### config.mk
export PLATFORM = sky130hd
export DESIGN_NAME = st_frame_sched
export DESIGN_NICKNAME = d
export VERILOG_FILES = /design/src/rtl/st_bus_pkg.sv /design/src/rtl/st_sync_edge.sv /design/src/rtl/st_frame_sched.sv
export SDC_FILE = /design/constraint.sdc
export NUM_CORES = 1
export LEC_CHECK = 0
export CAP_MARGIN = 10
export CORE_AREA = 3 3 70 72
export CTS_BUF_LIST = sky130_fd_sc_hd__clkbuf_16
export DETAILED_ROUTE_END_ITERATION = 6
export DIE_AREA = 0 0 73 75
export PLACE_DENSITY = 0.85
export RECOVER_POWER = 100
export SYNTH_ARGS = -nofsm -noshare
export SYNTH_HDL_FRONTEND = slang
export SYNTH_SLANG_ARGS = --single-unit
export TNS_END_PERCENT = 1
### constraint.sdc
create_clock -name clk50 -period 4.5 [get_ports clk50]
set_clock_uncertainty 0.15 [all_clocks]
set_input_delay 0.9 -clock clk50 [delete_from_list [all_inputs] [get_ports clk50]]
set_output_delay 0.9 -clock clk50 [all_outputs]
set_load 0.05 [all_outputs]
### src/rtl/st_bus_pkg.sv
// Shared types and sizing helpers for the ST-bus frame scheduler.
// Frame geometry is derived from channel and bit counts, which must be powers of two.
package st_bus_pkg;

  typedef enum logic [1:0] {
    SEARCH = 2'd0,
    CHECK  = 2'd1,
    LOCK   = 2'd2
  } state_t;

  // good/bad frame counters and the CPU-visible slip counter
  localparam int CNT_W  = 3;
  localparam int SLIP_W = 8;

  // Half-bit positions per frame: each bit spans two c4 periods.
  function automatic int frame_len(input int channels, input int bits_per_ch);
    return 2 * channels * bits_per_ch;
  endfunction

  function automatic int idx_w(input int n);
    return (n > 1) ? $clog2(n) : 1;
  endfunction

  localparam int DEF_CH_W  = idx_w(32);
  localparam int DEF_BIT_W = idx_w(8);
  localparam int DEF_HB_W  = idx_w(frame_len(32, 8));

endpackage

### src/rtl/st_sync_edge.sv
// Multi-flop synchronizer for an asynchronous input with a falling-edge tick.
// The tick is combinational from the last two flops and lands SYNC+1 cycles after the pin.
module st_sync_edge #(
  parameter int   STAGES  = 2,
  parameter logic RST_VAL = 1'b0
) (
  input  logic clk,
  input  logic rst_n,
  input  logic d,
  output logic level,
  output logic fall
);

  logic [STAGES-1:0] sync;
  logic              last;

  always_ff @(posedge clk or negedge rst_n) begin
    if (!rst_n) begin
      sync <= {STAGES{RST_VAL}};
      last <= RST_VAL;
    end else begin
      sync[0] <= d;
      for (int i = 1; i < STAGES; i++) sync[i] <= sync[i-1];
      last <= sync[STAGES-1];
    end
  end

  assign level = sync[STAGES-1];
  assign fall  = last & ~sync[STAGES-1];

endmodule

### src/rtl/st_frame_sched.sv
// ST-bus TDM frame scheduler: recovers frame/bit timing from c4/f0, qualifies lock,
// and issues per-bit strobes with channel/bit indices plus a per-frame CPU interrupt.
module st_frame_sched
  import st_bus_pkg::*;
#(
  parameter int CHANNELS    = 32,
  parameter int BITS_PER_CH = 8,
  parameter int LOCK_FRAMES = 2,
  parameter int LOSS_FRAMES = 2,
  parameter int SYNC_STAGES = 2
) (
  input  logic                         clk50,
  input  logic                         reset_n,
  input  logic                         c4,
  input  logic                         f0,
  input  logic [CHANNELS-1:0]          ch_mask,
  input  logic                         int_ack,
  output logic                         locked,
  output logic                         frame_start,
  output logic                         bit_strobe,
  output logic [idx_w(CHANNELS)-1:0]   ch_idx,
  output logic [idx_w(BITS_PER_CH)-1:0] bit_idx,
  output logic                         ch_active,
  output logic                         cpu_int,
  output logic [SLIP_W-1:0]            slip_cnt
);

  localparam int FL    = frame_len(CHANNELS, BITS_PER_CH);
  localparam int HB_W  = idx_w(FL);
  localparam int CH_W  = idx_w(CHANNELS);
  localparam int BIT_W = idx_w(BITS_PER_CH);

  localparam logic [HB_W-1:0]  HB_LAST = HB_W'(FL - 1);
  localparam logic [CNT_W-1:0] LOCK_N  = CNT_W'(LOCK_FRAMES);
  localparam logic [CNT_W-1:0] LOSS_N  = CNT_W'(LOSS_FRAMES);

  function automatic logic [SLIP_W-1:0] sat_inc(input logic [SLIP_W-1:0] v);
    return (v == {SLIP_W{1'b1}}) ? v : v + 1'b1;
  endfunction

  // c4 idles low through reset so a high pin after release never fakes a tick;
  // f0 idles high (inactive).
  logic c4_fall, c4_level_unused;
  logic f0_level, f0_fall_unused;

  st_sync_edge #(.STAGES(SYNC_STAGES), .RST_VAL(1'b0)) u_sync_c4 (
    .clk   (clk50),
    .rst_n (reset_n),
    .d     (c4),
    .level (c4_level_unused),
    .fall  (c4_fall)
  );

  st_sync_edge #(.STAGES(SYNC_STAGES), .RST_VAL(1'b1)) u_sync_f0 (
    .clk   (clk50),
    .rst_n (reset_n),
    .d     (f0),
    .level (f0_level),
    .fall  (f0_fall_unused)
  );

  state_t            state, state_nx;
  logic [HB_W-1:0]   hb, hb_nx;
  logic [CNT_W-1:0]  good, good_nx, bad, bad_nx;
  logic [SLIP_W-1:0] slip_nx;
  logic              mark, at_exp, in_lock;
  logic [CNT_W-1:0]  good_inc, bad_inc;

  assign mark     = ~f0_level;
  assign at_exp   = (hb == HB_LAST);
  assign in_lock  = (state == LOCK);
  assign good_inc = good + 1'b1;
  assign bad_inc  = bad + 1'b1;

  // Control registers: FSM, half-bit position, good/bad qualifiers, slip count.
  always_ff @(posedge clk50 or negedge reset_n) begin
    if (!reset_n) begin
      state    <= SEARCH;
      hb       <= '0;
      good     <= '0;
      bad      <= '0;
      slip_cnt <= '0;
    end else begin
      state    <= state_nx;
      hb       <= hb_nx;
      good     <= good_nx;
      bad      <= bad_nx;
      slip_cnt <= slip_nx;
    end
  end

  always_comb begin
    state_nx = state;
    hb_nx    = hb;
    good_nx  = good;
    bad_nx   = bad;
    slip_nx  = slip_cnt;
    if (c4_fall) begin
      // Any mark realigns; otherwise free-run with wrap at the frame end.
      hb_nx = (mark || at_exp) ? '0 : hb + 1'b1;
      case (state)
        SEARCH: begin
          if (mark) begin
            state_nx = CHECK;
            good_nx  = '0;
          end
        end
        CHECK: begin
          if (mark && at_exp) begin
            good_nx = good_inc;
            if (good_inc >= LOCK_N) begin
              state_nx = LOCK;
              bad_nx   = '0;
            end
          end else if (mark || at_exp) begin
            state_nx = SEARCH;
          end
        end
        LOCK: begin
          if (mark && at_exp) begin
            bad_nx = '0;
          end else if (mark || at_exp) begin
            bad_nx  = bad_inc;
            slip_nx = sat_inc(slip_cnt);
            if (bad_inc >= LOSS_N) state_nx = SEARCH;
          end
        end
        default: state_nx = SEARCH;
      endcase
    end
  end

  logic strobe_nx, fs_nx;
  assign strobe_nx = c4_fall & in_lock & hb_nx[0];
  assign fs_nx     = c4_fall & in_lock & (hb_nx == '0);

  // Registered strobes; indices follow the strobe and hold between strobes.
  always_ff @(posedge clk50 or negedge reset_n) begin
    if (!reset_n) begin
      bit_strobe  <= 1'b0;
      frame_start <= 1'b0;
      ch_idx      <= '0;
      bit_idx     <= '0;
      cpu_int     <= 1'b0;
    end else begin
      bit_strobe  <= strobe_nx;
      frame_start <= fs_nx;
      if (strobe_nx) begin
        ch_idx  <= hb_nx[HB_W-1:BIT_W+1];
        bit_idx <= hb_nx[BIT_W:1];
      end
      if (frame_start)  cpu_int <= 1'b1;
      else if (int_ack) cpu_int <= 1'b0;
    end
  end

  assign locked    = in_lock;
  assign ch_active = in_lock & ch_mask[ch_idx];

endmodule

==> results.md <==
- The most repeated cell in the gate-level netlist after synthesis is dfrtp_1.
- The most used flip-flop cell after synthesis is dfrtp_1.
- The I/O pin count is 58.
- The post-CTS resize count is 0.
- The clock insertion delay at the later pin of the skew report is 0.28 ns.
- The slowest stage of the critical path is the dlygate4sd3_1 cell.
- The max-slew violation count is 42.
- For this run, the detailed router's first-pass iteration total came to 4.
- The port buffer count is 57.
- The worst-case IR drop observed on VDD is approximately 0.26 mV.
- Power spread over the standard cell area amounts to 307 nW/um^2.
- CTS built an H-tree with a depth of 2.
- The startpoint kind of the worst setup timing path is a primary input.
- Synthesis produced a netlist with a net count of 252.
- The DRC marker count from the first detailed-route iteration is 97.
- The total internal power is 0.712 mW.
- The fraction of registers with async set/reset is 100%.
- Data arrives at the worst endpoint at 3.11 ns.
- The part of the total power dissipated in combinational logic is 12.4%.
- In this run, synthesis produced a sequential element count of 41.
- Traced cell by cell, the critical path runs through clkdlybuf4s50_1, mux4_1, mux2_2, o311a_1, dlygate4sd3_1.
- In this run, synthesis inferred 0 flip-flops with an integrated enable.
- The worst setup path is of the primary input to primary output kind.
- The maximum buffer depth of the clock tree is 2.
- Dividing the detail-routed via count by the number of cells gives 5.58.
- The clock buffer count from CTS is 5.
- The post-synthesis cell count is approximately 210.
- Sorting the synthesized cells by area gives the leading types as dfrtp_1, mux4_1, ha_1, nand2_1, o21ai_0.
- After floorplanning, the core was divided into 24 placement rows.
- STA puts the critical path data required time at 3.45 ns.
- Measured along the y axis, the die boundary spans 75 um.
- The die is 73 um wide.
- The Yosys step of the flow raised 0 warnings.
- The analysis attributes to net switching a power of approximately 0.21 mW.
- Counting the fill cells in the layout gives 324.
- The final period utilization is 92.4%.
- The via count of the first global-routing pass is about 1800.
- The number of clock sinks seen by CTS is 41.
- Hold timing on the final database bottoms out at a slack of between 0.15 and 0.2 ns.
- Setup violations remaining at the end of the flow were counted as 0.
- The number of antenna-violating nets in the routed design is 0.
- The share of Yosys cell area claimed by the top area cell type is 42.4%.
- The clock network burns 43.7% of the power.
- The buffers plus inverters on the worst setup path is 2.
- The max-capacitance violation count is 1.
- Clock-pin slew was measured on the worst setup and hold paths at 0.06 ns.
- The number of nets in the finished design is slightly above 300.
- The cell taking the most area after synthesis is dfrtp_1.
- The worst hold path belongs to the class flip-flop to flip-flop.
- The first global-routing pass estimated 8180 um of wire.
- After detailed routing, the average wire length per cell comes to 15.5 um.
- After synthesis, the most frequently instantiated cells are dfrtp_1, nand2_1, o21ai_0.
- The flow ran to the end, but the final reports show violations.
- The kind of end point of the critical path is a primary output.
- For this design the static power due to leakage is 1.37 nW.
- CTS placed an instance of clkbuf_16 at the clock tree root.
- Setup repair after global routing left no endpoint under its margin.
- Once the floorplan was initialized, standard cells occupied between 50% and 60% of the core.
- The combined global-route utilization of all metal layers is roughly a fifth.
- The post-cts hold buffer count is 0.
- TritonCTS built the clock tree.
- For this run, the register share of the synthesized area comes to 44.7%.
- The category of cells accounting for the largest share of critical-path delay is buffers and inverters.
- The residual DRC count is 0.
- The final reports fail on capacitance limit, slew limit.
- The synthesized cell area is approximately 2300 sq um.
- The maximum fanout encountered on the critical timing path is 1.
- The count of different cell masters after synthesis is 48.
- The average footprint of a synthesized cell is 11.1 sq um.
- The final weighted congestion of routability-driven global placement is roughly 0.80.
- The total setup buffers inserted after CTS is 0.
- Of the total power, the share spent switching nets is 23.1%.
- The sum of negative setup slack is 0 ns.
- The via count of the routed design is 1770.
- The register share of total power is a little over two fifths.
- The number of antenna violations at the first check in global routing came to 0.
- Detailed placement ended at an HPWL of ~3700 um.
- From synthesis to final layout, the design area changed by 31.0%.
- The core region is 4350 sq um.
- The final number of hold-violating endpoints is 0.
- The total overflow reported by the global router is 0.
- For this run, the top clock speed supported by timing is about 0.24 GHz.
- In this run the tightest slew margin relative to its limit is -37.8%.
- 0 antenna diodes ended up in the layout.
- For the pin with the worst max-slew slack, the measured transition is slightly above 2 ns.
- After layout, the minimum clock period comes to 4.16 ns.
- Entering global routing, the biggest net connects between 40 and 50 pins.
- After detailed routing, the total wire length is 4920 um.
- The floorplan step defined a die boundary enclosing 5480 sq um.
- The peak per-stage delay on the critical path is between 0.7 and 0.8 ns.
- The proportion of layout cells with a drive suffix above 1 is between 7 and 8%.
-- cell usage in the layout (no fill, tap or decap), types with 4 or more instances in the layout --
master | Yosys | final
o21ai_0 | 14 | 14
xnor2_1 | 6 | 6
and3_1 | 6 | 6
xor2_1 | 4 | 4
inv_1 | 12 | 12
nor2_1 | 6 | 8
clkdlybuf4s50_1 | 0 | 32
nand2_1 | 22 | 23
mux2i_1 | 5 | 5
clkbuf_16 | 0 | 5
mux4_1 | 4 | 4
a21oi_1 | 8 | 8
nor3_1 | 4 | 4
nand3_1 | 5 | 5
nand2b_1 | 5 | 5
dlygate4sd3_1 | 0 | 24
nand4_1 | 5 | 5
ha_1 | 7 | 7
dfrtp_1 | 39 | 39
mux2_1 | 3 | 6
-- cell families after synthesis --
| group | Yosys count | synth area share, % |
|---|---|---|
| AND/OR/NAND/NOR | 66 | 16.3 |
| AO/OA/AOI/OAI | 42 | 12.6 |
| flip-flops | 41 | 44.7 |
| buffers and inverters | 21 | 4.29 |
| multiplexers | 21 | 14.6 |
| XOR/XNOR | 10 | 3.80 |
| adder cells (fa/ha/maj) | 7 | 3.80 |
-- power groups by stage --
stage	combinational, mW	sequential [mW]	clock (mW)
floorplan	0.0682	0.407	0
global placement	0.111	0.412	0
detailed placement	0.118	0.413	0
CTS	0.118	0.407	0.412
global route	0.131	0.409	0.432
finish	0.115	0.407	0.404
-- flip-flops by register name, indices dropped and copies added (netlist names) --
register	cells
u_sync_c4.sync	2
bit_idx	3
frame_start	1
cpu_int	1
ch_idx	5
bad	3
u_sync_c4.last	1
u_sync_f0.sync	2
good	3
slip_cnt	8
state	2
hb	9
bit_strobe	1
-- final cells by class --
type / instances / area, sq um / share of cell area (%)
Multi-Input combinational cell: 146 / 1140 / 37.7
Sequential cell: 41 / 1030 / 34.1
Timing Repair Buffer: 57 / 564 / 18.7
Clock buffer: 5 / 125 / 4.15
Tap cell: 52 / 65.1 / 2.16
Inverter: 13 / 50.0 / 1.66
Clock inverter: 3 / 46.3 / 1.53
-- worst paths after layout --
check | from | endpoint | slack (ns) | cells past startpoint
min in group asynchronous | reset_n | bit_strobe | 1.06 | 1
max | ch_mask[1] | ch_active | 0.34 | 5
max in group asynchronous | reset_n | slip_cnt[0] | 1.96 | 1
max reg2reg | hb[0] | bit_idx[2] | 1.10 | 10
min | u_sync_c4.sync[0] | u_sync_c4.sync[1] | 0.20 | 0
min reg2reg | u_sync_c4.sync[0] | u_sync_c4.sync[1] | 0.20 | 0
-- stage by stage --
stage	utilization [%]	instance area (sq um)	std cells	total power, mW	setup WS, ns
2_1_floorplan	-	2300	208	0.475	1.35
3_3_place_gp	66.2	2880	309	0.523	0.428
3_5_place_dp	66.2	2880	309	0.531	0.392
4_1_cts	70.2	3060	317	0.937	0.392
5_1_grt	69.3	3020	317	0.972	0.277
6_report	69.3	3020	317	0.926	0.343
-- layer usage --
metal  global-route usage [%]  vias to the layer above  share of wire, %
li1                         -                      875                 -
met1                     24.4                      849                45
met2                     31.8                       41                50
met3                     5.47                        5               4.8
met4                     4.92                        0              0.83
met5                        0                        -                 0
No activity file was read; power rests on OpenSTA's default activity.
